$ cat config.mk
export PLATFORM = sky130hd
export DESIGN_NAME = alu_exec
export DESIGN_NICKNAME = d
export VERILOG_FILES = /design/src/rtl/alu_pkg.sv /design/src/rtl/alu_mul_iter.sv /design/src/rtl/alu_exec.sv
export SDC_FILE = /design/constraint.sdc
export NUM_CORES = 1
export LEC_CHECK = 0
export CORE_MARGIN = 2
export CORE_UTILIZATION = 55
export CTS_CLUSTER_SIZE = 28
export DETAILED_ROUTE_END_ITERATION = 10
export HOLD_SLACK_MARGIN = 0.02
export PLACE_DENSITY = 0.76
export SLEW_MARGIN = 20
export SYNTH_ARGS = -nofsm -noshare
export SYNTH_HDL_FRONTEND = slang
export SYNTH_SLANG_ARGS = --single-unit
$ cat constraint.sdc
create_clock -name clk -period 4.7 [get_ports clk]
set_input_delay 0.47 -clock clk [delete_from_list [all_inputs] [get_ports clk]]
set_output_delay 0.47 -clock clk [all_outputs]
set_load 0.005 [all_outputs]
$ cat src/rtl/alu_pkg.sv
// Shared definitions for the execute-stage ALU: operation codes, FSM
// state encoding and the flag bundle carried alongside the result.
package alu_pkg;

   // Operation codes driven by the ALU decoder
   localparam logic [2:0] ALU_AND  = 3'b000;
   localparam logic [2:0] ALU_OR   = 3'b001;
   localparam logic [2:0] ALU_ADD  = 3'b010;
   localparam logic [2:0] ALU_MUL  = 3'b011;
   localparam logic [2:0] ALU_SUB  = 3'b110;
   localparam logic [2:0] ALU_SLT  = 3'b111;

   // Execute FSM: single-cycle ops never leave IDLE
   localparam logic [0:0] ST_IDLE  = 1'b0;
   localparam logic [0:0] ST_MUL   = 1'b1;

   // Status flags held together with the registered result
   typedef struct packed {
      logic zero;
      logic overflow;
      logic illegal;
   } alu_flags_t;

endpackage

$ cat src/rtl/alu_mul_iter.sv
// Iterative shift-add multiplier. One multiplier bit (LSB first) is
// consumed per cycle; the low WIDTH bits of the unsigned product are
// presented combinationally during the final iteration (o_last) so the
// caller can register them on the same edge the last bit is processed.
module alu_mul_iter #(
   parameter int WIDTH = 32
) (
   input  logic             clk,
   input  logic             rst,
   input  logic             i_start,
   input  logic [WIDTH-1:0] i_a,
   input  logic [WIDTH-1:0] i_b,
   output logic             o_last,
   output logic [WIDTH-1:0] o_product
);

   localparam int CW = (WIDTH > 1) ? $clog2(WIDTH) : 1;

   logic [WIDTH-1:0] r_mcand;
   logic [WIDTH-1:0] r_mplier;
   logic [WIDTH-1:0] r_acc;
   logic [CW-1:0]    r_cnt;
   logic             r_busy;

   logic [WIDTH-1:0] w_partial;
   logic [WIDTH-1:0] w_acc_next;
   logic             w_last;

   assign w_partial  = r_mplier[0] ? r_mcand : '0;
   assign w_acc_next = r_acc + w_partial;
   assign w_last     = r_busy & (r_cnt == CW'(WIDTH - 1));

   assign o_last     = w_last;
   assign o_product  = w_acc_next;

   // Latch operands on start, then add/shift once per cycle for WIDTH cycles
   always_ff @(posedge clk or posedge rst) begin
      if (rst) begin
         r_mcand  <= '0;
         r_mplier <= '0;
         r_acc    <= '0;
         r_cnt    <= '0;
         r_busy   <= 1'b0;
      end else if (i_start) begin
         r_mcand  <= i_a;
         r_mplier <= i_b;
         r_acc    <= '0;
         r_cnt    <= '0;
         r_busy   <= 1'b1;
      end else if (r_busy) begin
         r_acc    <= w_acc_next;
         r_mcand  <= r_mcand << 1;
         r_mplier <= r_mplier >> 1;
         if (w_last) begin
            r_busy <= 1'b0;
            r_cnt  <= '0;
         end else begin
            r_cnt  <= r_cnt + 1'b1;
         end
      end
   end

endmodule

$ cat src/rtl/alu_exec.sv
// Execute-stage ALU. Single-cycle operations load the output registers on
// the accept edge; MUL runs on the iterative multiplier and holds off new
// operations until its result has been taken by the writeback side.
module alu_exec
   import alu_pkg::*;
#(
   parameter int WIDTH = 32
) (
   input  logic             clk,
   input  logic             rst,
   input  logic             in_valid,
   output logic             in_ready,
   input  logic [2:0]       alu_control,
   input  logic [WIDTH-1:0] src_a,
   input  logic [WIDTH-1:0] src_b,
   output logic             out_valid,
   input  logic             out_ready,
   output logic [WIDTH-1:0] result,
   output logic             zero,
   output logic             overflow,
   output logic             illegal
);

   logic [0:0]       r_state;
   logic             r_out_valid;
   logic [WIDTH-1:0] r_result;
   alu_flags_t       r_flags;

   logic             w_in_ready;
   logic             w_accept;
   logic             w_is_mul;
   logic             w_mul_start;
   logic             w_mul_last;
   logic [WIDTH-1:0] w_mul_product;

   logic signed [WIDTH-1:0] w_a;
   logic signed [WIDTH-1:0] w_b;
   logic signed [WIDTH-1:0] w_sum;
   logic signed [WIDTH-1:0] w_diff;
   logic             w_add_ovf;
   logic             w_sub_ovf;
   logic             w_slt;

   logic [WIDTH-1:0] w_sc_result;
   logic             w_sc_ovf;
   logic             w_sc_ill;

   // Handshake: in_ready is forced low while reset is asserted
   assign w_in_ready  = ~rst & (r_state == ST_IDLE) & (~r_out_valid | out_ready);
   assign w_accept    = in_valid & w_in_ready;
   assign w_is_mul    = (alu_control == ALU_MUL);
   assign w_mul_start = w_accept & w_is_mul;

   // Signed views of the operands for add/sub/compare
   assign w_a    = src_a;
   assign w_b    = src_b;
   assign w_sum  = w_a + w_b;
   assign w_diff = w_a - w_b;

   assign w_add_ovf = (w_a[WIDTH-1] == w_b[WIDTH-1]) & (w_sum[WIDTH-1]  != w_a[WIDTH-1]);
   assign w_sub_ovf = (w_a[WIDTH-1] != w_b[WIDTH-1]) & (w_diff[WIDTH-1] != w_a[WIDTH-1]);
   // Less-than is the true sign of a-b: raw sign corrected by overflow
   assign w_slt     = w_diff[WIDTH-1] ^ w_sub_ovf;

   // Single-cycle result and flag selection
   always_comb begin
      w_sc_result = '0;
      w_sc_ovf    = 1'b0;
      w_sc_ill    = 1'b0;
      case (alu_control)
         ALU_ADD: begin
            w_sc_result = w_sum;
            w_sc_ovf    = w_add_ovf;
         end
         ALU_SUB: begin
            w_sc_result = w_diff;
            w_sc_ovf    = w_sub_ovf;
         end
         ALU_AND: w_sc_result = src_a & src_b;
         ALU_OR:  w_sc_result = src_a | src_b;
         ALU_SLT: w_sc_result[0] = w_slt;
         ALU_MUL: w_sc_result = '0;  // result comes from the multiplier
         default: w_sc_ill = 1'b1;   // 100 and 101
      endcase
   end

   alu_mul_iter #(
      .WIDTH     (WIDTH)
   ) u_mul (
      .clk       (clk),
      .rst       (rst),
      .i_start   (w_mul_start),
      .i_a       (src_a),
      .i_b       (src_b),
      .o_last    (w_mul_last),
      .o_product (w_mul_product)
   );

   // FSM: leave IDLE only for an accepted MUL, return after the last iteration
   always_ff @(posedge clk or posedge rst) begin
      if (rst) begin
         r_state <= ST_IDLE;
      end else begin
         case (r_state)
            ST_IDLE: if (w_mul_start) r_state <= ST_MUL;
            ST_MUL:  if (w_mul_last)  r_state <= ST_IDLE;
            default: r_state <= ST_IDLE;
         endcase
      end
   end

   // Output registers: load on single-cycle accept or MUL completion, else drain on take
   always_ff @(posedge clk or posedge rst) begin
      if (rst) begin
         r_out_valid <= 1'b0;
         r_result    <= '0;
         r_flags     <= '0;
      end else if (w_accept && !w_is_mul) begin
         r_out_valid      <= 1'b1;
         r_result         <= w_sc_result;
         r_flags.zero     <= (w_sc_result == '0);
         r_flags.overflow <= w_sc_ovf;
         r_flags.illegal  <= w_sc_ill;
      end else if (w_mul_last) begin
         r_out_valid      <= 1'b1;
         r_result         <= w_mul_product;
         r_flags.zero     <= (w_mul_product == '0);
         r_flags.overflow <= 1'b0;
         r_flags.illegal  <= 1'b0;
      end else if (r_out_valid && out_ready) begin
         r_out_valid <= 1'b0;
      end
   end

   assign in_ready  = w_in_ready;
   assign out_valid = r_out_valid;
   assign result    = r_result;
   assign zero      = r_flags.zero;
   assign overflow  = r_flags.overflow;
   assign illegal   = r_flags.illegal;

endmodule

Word level (Yosys, flattened, before mapping):

Index checks and enable logic that the tools add are counted.
W data, S select, Z words.

* logic and storage cells: 75
* output and inout port bits: 37
* bits of input ports: 71
* flip-flop bits (word level): 139

* muxes and demuxes: 26
* add/sub/neg operators: 4
* reductions and logical operators: 10
* equality and inequality tests: 10
* bitwise logic cells: 14

Operator list (count)
* $mux W32: 9
* $pmux W31 S4: 1
* $add A32 B32 Y32: 2
* $logic_not A32 Y1: 2
* $and A32 B32 Y32: 1
* $or A32 B32 Y32: 1
* $sub A32 B32 Y32: 1
* $mux W5: 3
* $mux W1: 8
* $and A1 B1 Y1: 7
* $eq A3 B2 Y1 const B: 2
* $eq A3 B3 Y1 const B: 2
* $mux W3: 2
* $reduce_or A6 Y1: 1
* $add A5 B1 Y5 const B: 1
* $eq A5 B5 Y1 const B: 1
* $pmux W1 S5: 1
* $pmux W1 S2: 2
* $reduce_bool A2 Y1: 2
* $eq A3 B1 Y1 const B: 1
* $logic_not A3 Y1: 1
* $ne A1 B1 Y1: 3
* $not A1 Y1: 3
* $reduce_bool A3 Y1: 1
* other kinds (5): 6

Depth between registers and ports, before layout:

Gate-level depths: netlist (run 1).

* word-level depth: 7
* mapped depth: 23
* mapped depth without buffers: 22

Cells and area by module:

Synthesis (run 1) repeated with hierarchy kept, for this count alone.

* cells, all modules: 1683
* area, all modules: 13540.5 sq um

By module, submodules not included
* alu_exec: seq. area each 925.9 sq um, cells an instance 961, instances 1, area each 6945.4 sq um
* alu_mul_iter: seq. area each 2552.4 sq um, cells an instance 722, instances 1, area each 6595.1 sq um

Worst setup path before layout (run 1):

Ideal clock, no wire load.

* path kind: in2reg
* start point: input port src_a[3]
* end point: register, netlist name zero
* library setup time: 80 ps
* stages: 22
* required time: 4620 ps
* buffers on the path: 1
* path slack: 785 ps
* arrival: 3834 ps
* path through: inv_1 -> ha_1 -> buf_6 -> or4_4 -> a21oi_2 -> o211ai_1 -> a21oi_1 -> o21ai_0 -> a21oi_1 -> o21ai_0 -> nand2b_1 -> a21oi_1 -> fa_1 -> nand3_1 -> o211ai_1 -> nand2_1 -> nand4_1 -> nor4_1 -> and4b_1 -> and4b_1 -> nand4_1 -> o211ai_2

* cells in the longest elaborated chain, start to end: 7
* elaborated cells between the ends (all ways): 11
* classes of those cells: add/sub (2); eq/ne (1); mux (3); bitwise (4); reduce/logical (1)

Ends and longest elaborated chain
* start: declaration: line alu_exec.sv:14 `input logic [WIDTH-1:0] src_a,`
* $sub A32 B32 Y32: line alu_exec.sv:58 `assign w_diff = w_a - w_b;`
* $ne A1 B1 Y1: line alu_exec.sv:61 `assign w_sub_ovf = (w_a[WIDTH-1] != w_b[WIDTH-1]) & (w_diff[WIDTH-1] != w_a[WIDTH-1]);`
* $and A1 B1 Y1: line alu_exec.sv:61
* $xor A1 B1 Y1: line alu_exec.sv:63 `assign w_slt = w_diff[WIDTH-1] ^ w_sub_ovf;`
* $pmux W1 S5: line alu_exec.sv:70 `case (alu_control)`
* $logic_not A32 Y1 *: line alu_exec.sv:121 `r_flags.zero <= (w_sc_result == '0);`
* $mux W3 *: line alu_exec.sv:118 `end else if (w_accept && !w_is_mul) begin`

Mark *: on every way between the ends. The rest lies on a longest branch, timed or not.
A chain may end at the register's enable or synchronous reset.

Worst setup path in the final report (run 1):

* start point: input port src_a[1]
* end point: register, netlist name zero

* cells in the longest elaborated chain, start to end: 7
* elaborated cells between the ends (all ways): 11
* classes of those cells: add/sub (2); eq/ne (1); mux (3); bitwise (4); reduce/logical (1)

Ends and longest elaborated chain (line)
* $sub A32 B32 Y32: alu_exec.sv:58
* $ne A1 B1 Y1: alu_exec.sv:61
* $and A1 B1 Y1: alu_exec.sv:61
* $xor A1 B1 Y1: alu_exec.sv:63
* $pmux W1 S5: alu_exec.sv:70
* $logic_not A32 Y1 *: alu_exec.sv:121
* $mux W3 *: alu_exec.sv:118

Marks and branches as above.

==> results_dict.tcl, run 1 <==
set metrics [dict create \
    layout-drive-gt1-share_pct 10.1 \
    status "finished, final reports clean" \
    core-area_sq_um 23500 \
    gp_congestion 0.996 \
    totalWireLength_mm 43.3 \
    fp.dieW_um 159 \
    die_height_um 159 \
    switching_power_uw 4070 \
    ys.flop_type "dfrtp_1" \
    worst_ep_arrival_time_ns 4.79 \
    synth_area_per_cell_sq_um 7.90 \
    clkPwrFrac_pct 15.6 \
    syn2layout_area_growth_pct 20.0 \
    initial_core_util_pct 56.2 \
    post-route-cell-area_sq_um 15900 \
    p_comb_share_pct 60.6 \
    final_common_cell "nor2_1" \
    syn_nets 1887 \
    crit_path_cell_trace "clkdlybuf4s50_1 > inv_1 > ha_1 > o21ba_2 > or4_4 > a21oi_4 > o211ai_1 > a21oi_2 > o21ai_1 > a21oi_2 > o21ai_1 > nand2b_1 > a21oi_1 > fa_1 > nand3_1 > o211ai_1 > nand2_1 > nand4_1 > nor4_1 > and4b_1 > and4b_1 > nand4_1 > o211ai_2" \
    cpLargestDelayFamily "simple AND/OR/NAND/NOR gates" \
    p_seq_share_pct 23.8 \
    hp-class "reg -> reg" \
    first_iter_violations 1191 \
    port_buffers 107 \
    num_antenna_cells 0 \
    drtPass1Iterations 6 \
    worstPathRequired_ns 5.05 \
    vias 13300 \
    synth_edf_count 0 \
    period_needed_ns 4.43 \
    avgViaCountPerCell 6.17 \
    critPathMaxStageDelay_ns 0.48 \
    ff_latch_area_sq_um 3480 \
    switching_share_pct 45.4 \
    synth_top_area_share_pct 26.3 \
    power_leakage_uw 0.00744 \
    slew_headroom_pct 36.5 \
    synthArstFlopShare_pct 100 \
    avgRoutedWirePerCell_um 20.1 \
    grt_pass1_wl_mm 68.2 \
    netlist_area_sq_um 13200 \
    ir_drop_uv 450 \
    dpl_cell_area_sq_um 15200 \
    clkTransAtPathRegs_ns 0.06 \
    ioPinCount 108 \
    critical_path.max_fanout 2 \
    final.period_utilization_pct 94.4 \
    rsz0062_at_grt "no" \
    layout_common_cells "nor2_1 (189), a21oi_1 (180), nand2_1 (140)" \
    yosysTopAreaCell "dfrtp_1" \
    worstSetupPathType "in -> reg" \
    numCtsBuffers 17 \
    ys_types 77 \
    drv_cap 0 \
    num-nets-final 2040 \
    final_cells 2158 \
    finalClockSkew_ns 0.0147 \
    yosysWarnings 0 \
    r2r_setup_slack_ns 0.32 \
    worstMarginPinSlew_ns 0.950 \
    whs_ns 0.485 \
    synthCells 1673 \
    seq_area_frac_synth_pct 26.3 \
    p_int_uw 4900 \
    n_fill_cell 2089 \
    grt_max_degree 88 \
    die_area_sq_um 25300 \
    crit_slowest_cell "clkdlybuf4s50_1" \
    finalSetupViolations 0 \
    grt_overflow 0 \
    insertion_delay_ns 0.44 \
    drv_slew 0 \
    postRouteAntennaNets 0 \
    synth.area.top_cells "dfrtp_1 (26%), ha_1 (13%), mux2i_1 (7.5%)" \
    drc 0 \
    antenna_found_initial 0 \
    worst-path-buf-inv 2 \
    fmax_mhz 225 \
    grt_pass1_vias 12700 \
    h-tree-depth 4 \
    ys_seq_elements 139 \
    start_kind "primary input" \
    multi_input_comb_area_sq_um 8990 \
    num_rows 56 \
    endpoint_kind "register" \
    pwr_density_cell_nw_per_um2 565 \
    fin_setup_tns_ns 0 \
    clockBufferDepth 2 \
    clkSinkCount 139 \
    grtUsageTotal_pct 33.5 \
    ctsHoldBuffers 0 \
    cts-root-buf "clkbuf_16" \
    hold_violations 0 \
    dp_hpwl_mm 33.1 \
    cts_tree "built" \
    place_inst 2124 \
]
==> through the flow <==
stage               setup slack [ns]  utilization (%)  total power (uW)
floorplan                      0.505                -              5900
global placement             -0.0134             64.7              7290
detailed placement            -0.184             64.7              7430
CTS                            0.189             67.2              8870
global route                  0.0339             67.4              9610
finish                         0.265             67.4              8960
==> cell usage after synthesis, drive strengths merged, types with 15 or more instances <==
| master | number |
|---|---|
| xnor2 | 37 |
| nand2 | 140 |
| buf | 25 |
| nor3 | 37 |
| a31oi | 32 |
| and3 | 19 |
| a21o | 25 |
| mux2i | 99 |
| o211ai | 30 |
| a21oi | 186 |
| clkbuf | 69 |
| ha | 139 |
| nor2 | 191 |
| a211oi | 27 |
| and2 | 38 |
| o21ai | 84 |
| dfrtp | 139 |
| o31ai | 16 |
| nor4 | 15 |
| o21bai | 15 |
| inv | 110 |
| nand3 | 33 |
==> routing by layer <==
layer / GRT usage (%) / share of wire [%] / wire length, um / up-vias
met1: 47.2 / 44 / 19000 / 6360
met2: 53.4 / 45 / 19600 / 590
met5: 0 / 0 / 0 / -
li1: - / - / - / 6267
met4: 8.97 / 2.5 / 1100 / 0
met3: 5.89 / 8.3 / 3590 / 91
==> worst register-to-register path, cell delays in order (launching register included) <==
cell	delay, ns
dfrtp_1	0.40
and2_1	0.17
ha_1	0.22
fa_1	0.48
a211oi_2	0.31
o21ai_0	0.23
a21oi_2	0.35
a21boi_2	0.14
a31oi_1	0.22
xnor2_1	0.15
nor4b_2	0.40
nand4b_1	0.16
or4_1	0.42
or4_1	0.54
o211ai_2	0.11
==> final timing paths <==
| path | start | end | cells after the start |
|---|---|---|---|
| setup / recovery | src_a[1] | zero | 23 |
| min in group asynchronous | rst | result[12] | 2 |
| setup reg to reg | u_mul.r_mplier[0] | zero | 14 |
| max in group asynchronous | rst | u_mul.r_mcand[16] | 3 |
| hold reg to reg | r_state | r_state | 2 |
| hold / removal | r_state | r_state | 2 |
==> state kept, by name, summed over array words and instances (netlist names) <==
signal / flops
u_mul.r_acc: 32
u_mul.r_busy: 1
u_mul.r_cnt: 5
overflow: 1
result: 32
u_mul.r_mplier: 32
out_valid: 1
r_state: 1
illegal: 1
u_mul.r_mcand: 32
zero: 1
==> power groups by stage <==
stage          clock network (uW)  registers (uW)  logic [uW]
6_report                     1400            2130        5430
5_1_grt                      1450            2190        5960
2_1_floorplan                   0            2050        3850
4_1_cts                      1400            2130        5330
3_3_place_gp                    0            2130        5170
3_5_place_dp                    0            2140        5290
==> cells by family after synthesis <==
logic type / share of synthesized area (%)
simple gates: 18.4
mux: 7.58
buf+inv: 6.09
flops: 26.3
xor+xnor: 3.38
compound gates: 24.5
fa+ha+maj: 13.8
==> repair_timing <==
item,4_1_cts,5_1_grt
resized for setup,0,9
buffers inserted,0,2
endpoints found under the setup margin,0,1
==> final cells by class <==
| type | instances | area share, % |
|---|---|---|
| Timing Repair Buffer | 228 | 12.5 |
| Tap cell | 319 | 2.52 |
| Clock buffer | 18 | 2.77 |
| Sequential cell | 139 | 21.9 |
| Inverter | 111 | 2.66 |
| Clock inverter | 14 | 0.946 |
| Multi-Input combinational cell | 1329 | 56.7 |
Note: power is estimated with default switching activity, not from simulation.
==> run 2, diff against run 1 <==
Settings changed: CORE_MARGIN 2 to 5, SKIP_LAST_GASP from default to 1.
==> run 2 against run 1 <==
Compared with the run above: worst hold slack better by 0.020 ns; combinational power hardly changed; clock-buffer cell count is 1 lower; register-to-register slack worse by 0.03 ns; final area is 0.27% lower; clock skew is 0.0050 ns lower; critical path depth is 9 lower; first-iteration DRC count is 27% higher; clock power hardly changed; worst setup slack better by 0.021 ns.
==> results_dict.tcl, run 2 (same netlist as run 1, synthesis figures left out) <==
set metrics [dict create \
    status "finished, final reports clean" \
    num_antenna_cells 0 \
    slew_headroom_pct 31.1 \
    avgRoutedWirePerCell_um 20.1 \
    grt_pass1_vias 12600 \
    dp_hpwl_mm 33.8 \
    grt_util_met3_pct 4.17 \
    busiest_layer "met2" \
    worstMarginPinSlew_ns 1.03 \
    gr-usage-met2_pct 50.7 \
    finalClockSkew_ns 0.00965 \
    cts-root-buf "clkbuf_16" \
    postRouteAntennaNets 0 \
    layout_common_cells "nor2_1 (189), a21oi_1 (182), nand2_1 (140)" \
    num_rows 56 \
    clkTransAtPathRegs_ns 0.07 \
    grt_max_degree 97 \
    ff_latch_area_sq_um 3480 \
    final_common_cell "nor2_1" \
    fin_setup_tns_ns 0 \
    antenna_found_initial 0 \
    grtUsageTotal_pct 32.1 \
    gp_congestion 0.982 \
    worstPathRequired_ns 5.05 \
    fp.dieW_um 165 \
    rsz0062_at_grt "no" \
    grt_pass1_wl_mm 68.4 \
    num-nets-final 2038 \
    drtPass1Iterations 6 \
    port_buffers 107 \
    use_met1_pct 45.5 \
    grt_overflow 0 \
    n_fill_cell 2078 \
    first_iter_violations 1507 \
    period_needed_ns 4.41 \
    ir_drop_uv 553 \
    hp-class "reg -> reg" \
    insertion_delay_ns 0.44 \
    start_kind "register" \
    dpl_cell_area_sq_um 15200 \
    finalSetupViolations 0 \
    endpoint_kind "register" \
    clockBufferDepth 2 \
    cts_tree "built" \
    ctsHoldBuffers 0 \
    numCtsBuffers 17 \
    critical_path.max_fanout 6 \
    r2r_setup_slack_ns 0.29 \
    worstSetupPathType "reg -> reg" \
    clkSinkCount 139 \
    drc 0 \
    totalWireLength_mm 43.4 \
    layout-drive-gt1-share_pct 9.85 \
    vias 13200 \
    fmax_mhz 227 \
    final.period_utilization_pct 93.9 \
    syn2layout_area_growth_pct 19.7 \
    core-area_sq_um 23500 \
    drv_slew 0 \
    pwr_density_cell_nw_per_um2 566 \
    drv_cap 0 \
    die_area_sq_um 27200 \
    ioPinCount 108 \
    post-route-cell-area_sq_um 15800 \
    initial_core_util_pct 56.2 \
    die_height_um 165 \
    worst_ep_arrival_time_ns 4.77 \
    hold_violations 0 \
    multi_input_comb_area_sq_um 8970 \
    power_leakage_uw 0.00743 \
    avgViaCountPerCell 6.12 \
    h-tree-depth 4 \
]
-- run 2: cell types whose count changed in the layout (fill, tap and decap cells not counted), sizes merged --
cell,previous run,this run
clkinv,5,8
clkbuf,18,17
inv,119,117
buf,122,120
-- run 2: metrics by stage --
step	power, uW	hold slack, ns	instances	worst slack, ns	utilization, %
after detailed placement	7510	0.493	2124	-0.133	64.7
after global routing	9660	0.551	2156	0.00531	67.2
after CTS	8900	0.509	2156	0.131	67.2
final	8960	0.505	2156	0.286	67.2
after floorplan	5900	0.448	1673	0.505	-
after global placement	7350	0.460	2124	0.0257	64.7
-- run 2: routing by layer --
layer  part of all wire [%]  up-vias  routed length [um]
met5                      0        -                   0
met4                    3.1        0                1340
met1                     45     6247               19400
li1                       -     6275                   -
met2                     45      579               19700
met3                    6.6       91                2880
-- run 2: worst max-delay path, stage by stage (launching register included) --
cell and delay [ns]:
dfrtp_1 0.43, and2_1 0.18, ha_1 0.21, fa_1 0.45, a211oi_1 0.37, o21ai_0 0.23, a21oi_2 0.34, a21boi_2 0.13
a31oi_1 0.21, xnor2_1 0.15, nor4b_2 0.44, nand4b_1 0.14, or4_1 0.42, or4_1 0.54, o211ai_2 0.10
-- run 2: cell type report --
class / count / area share (%)
Clock inverter: 15 / 0.980
Sequential cell: 139 / 22.0
Tap cell: 319 / 2.52
Timing Repair Buffer: 226 / 12.5
Clock buffer: 17 / 2.69
Multi-Input combinational cell: 1329 / 56.7
Inverter: 111 / 2.66
-- run 2: where the power goes --
group | switching [uW] | internal [uW] | total, uW | leakage (uW)
Sequential | 358 | 1770 | 2130 | 0.00165
Clock | 619 | 750 | 1370 | 0.000290
Combinational | 3090 | 2380 | 5460 | 0.00549
-- run 2: final timing paths --
check | start | endpoint | depth (start not counted)
worst max-delay path | u_mul.r_mplier[0] | zero | 14
worst max register to register | u_mul.r_mplier[0] | zero | 14
worst min-delay path | r_state | r_state | 2
worst min register to register | r_state | r_state | 2
min in group asynchronous | rst | r_state | 2
max in group asynchronous | rst | u_mul.r_mplier[16] | 3
-- run 2: what timing repair did --
action | 4_1_cts | 5_1_grt
gates resized for setup | 0 | 3
setup buffers | 0 | 0
endpoints found under the hold margin | 0 | 0
setup endpoints to repair | 0 | 1
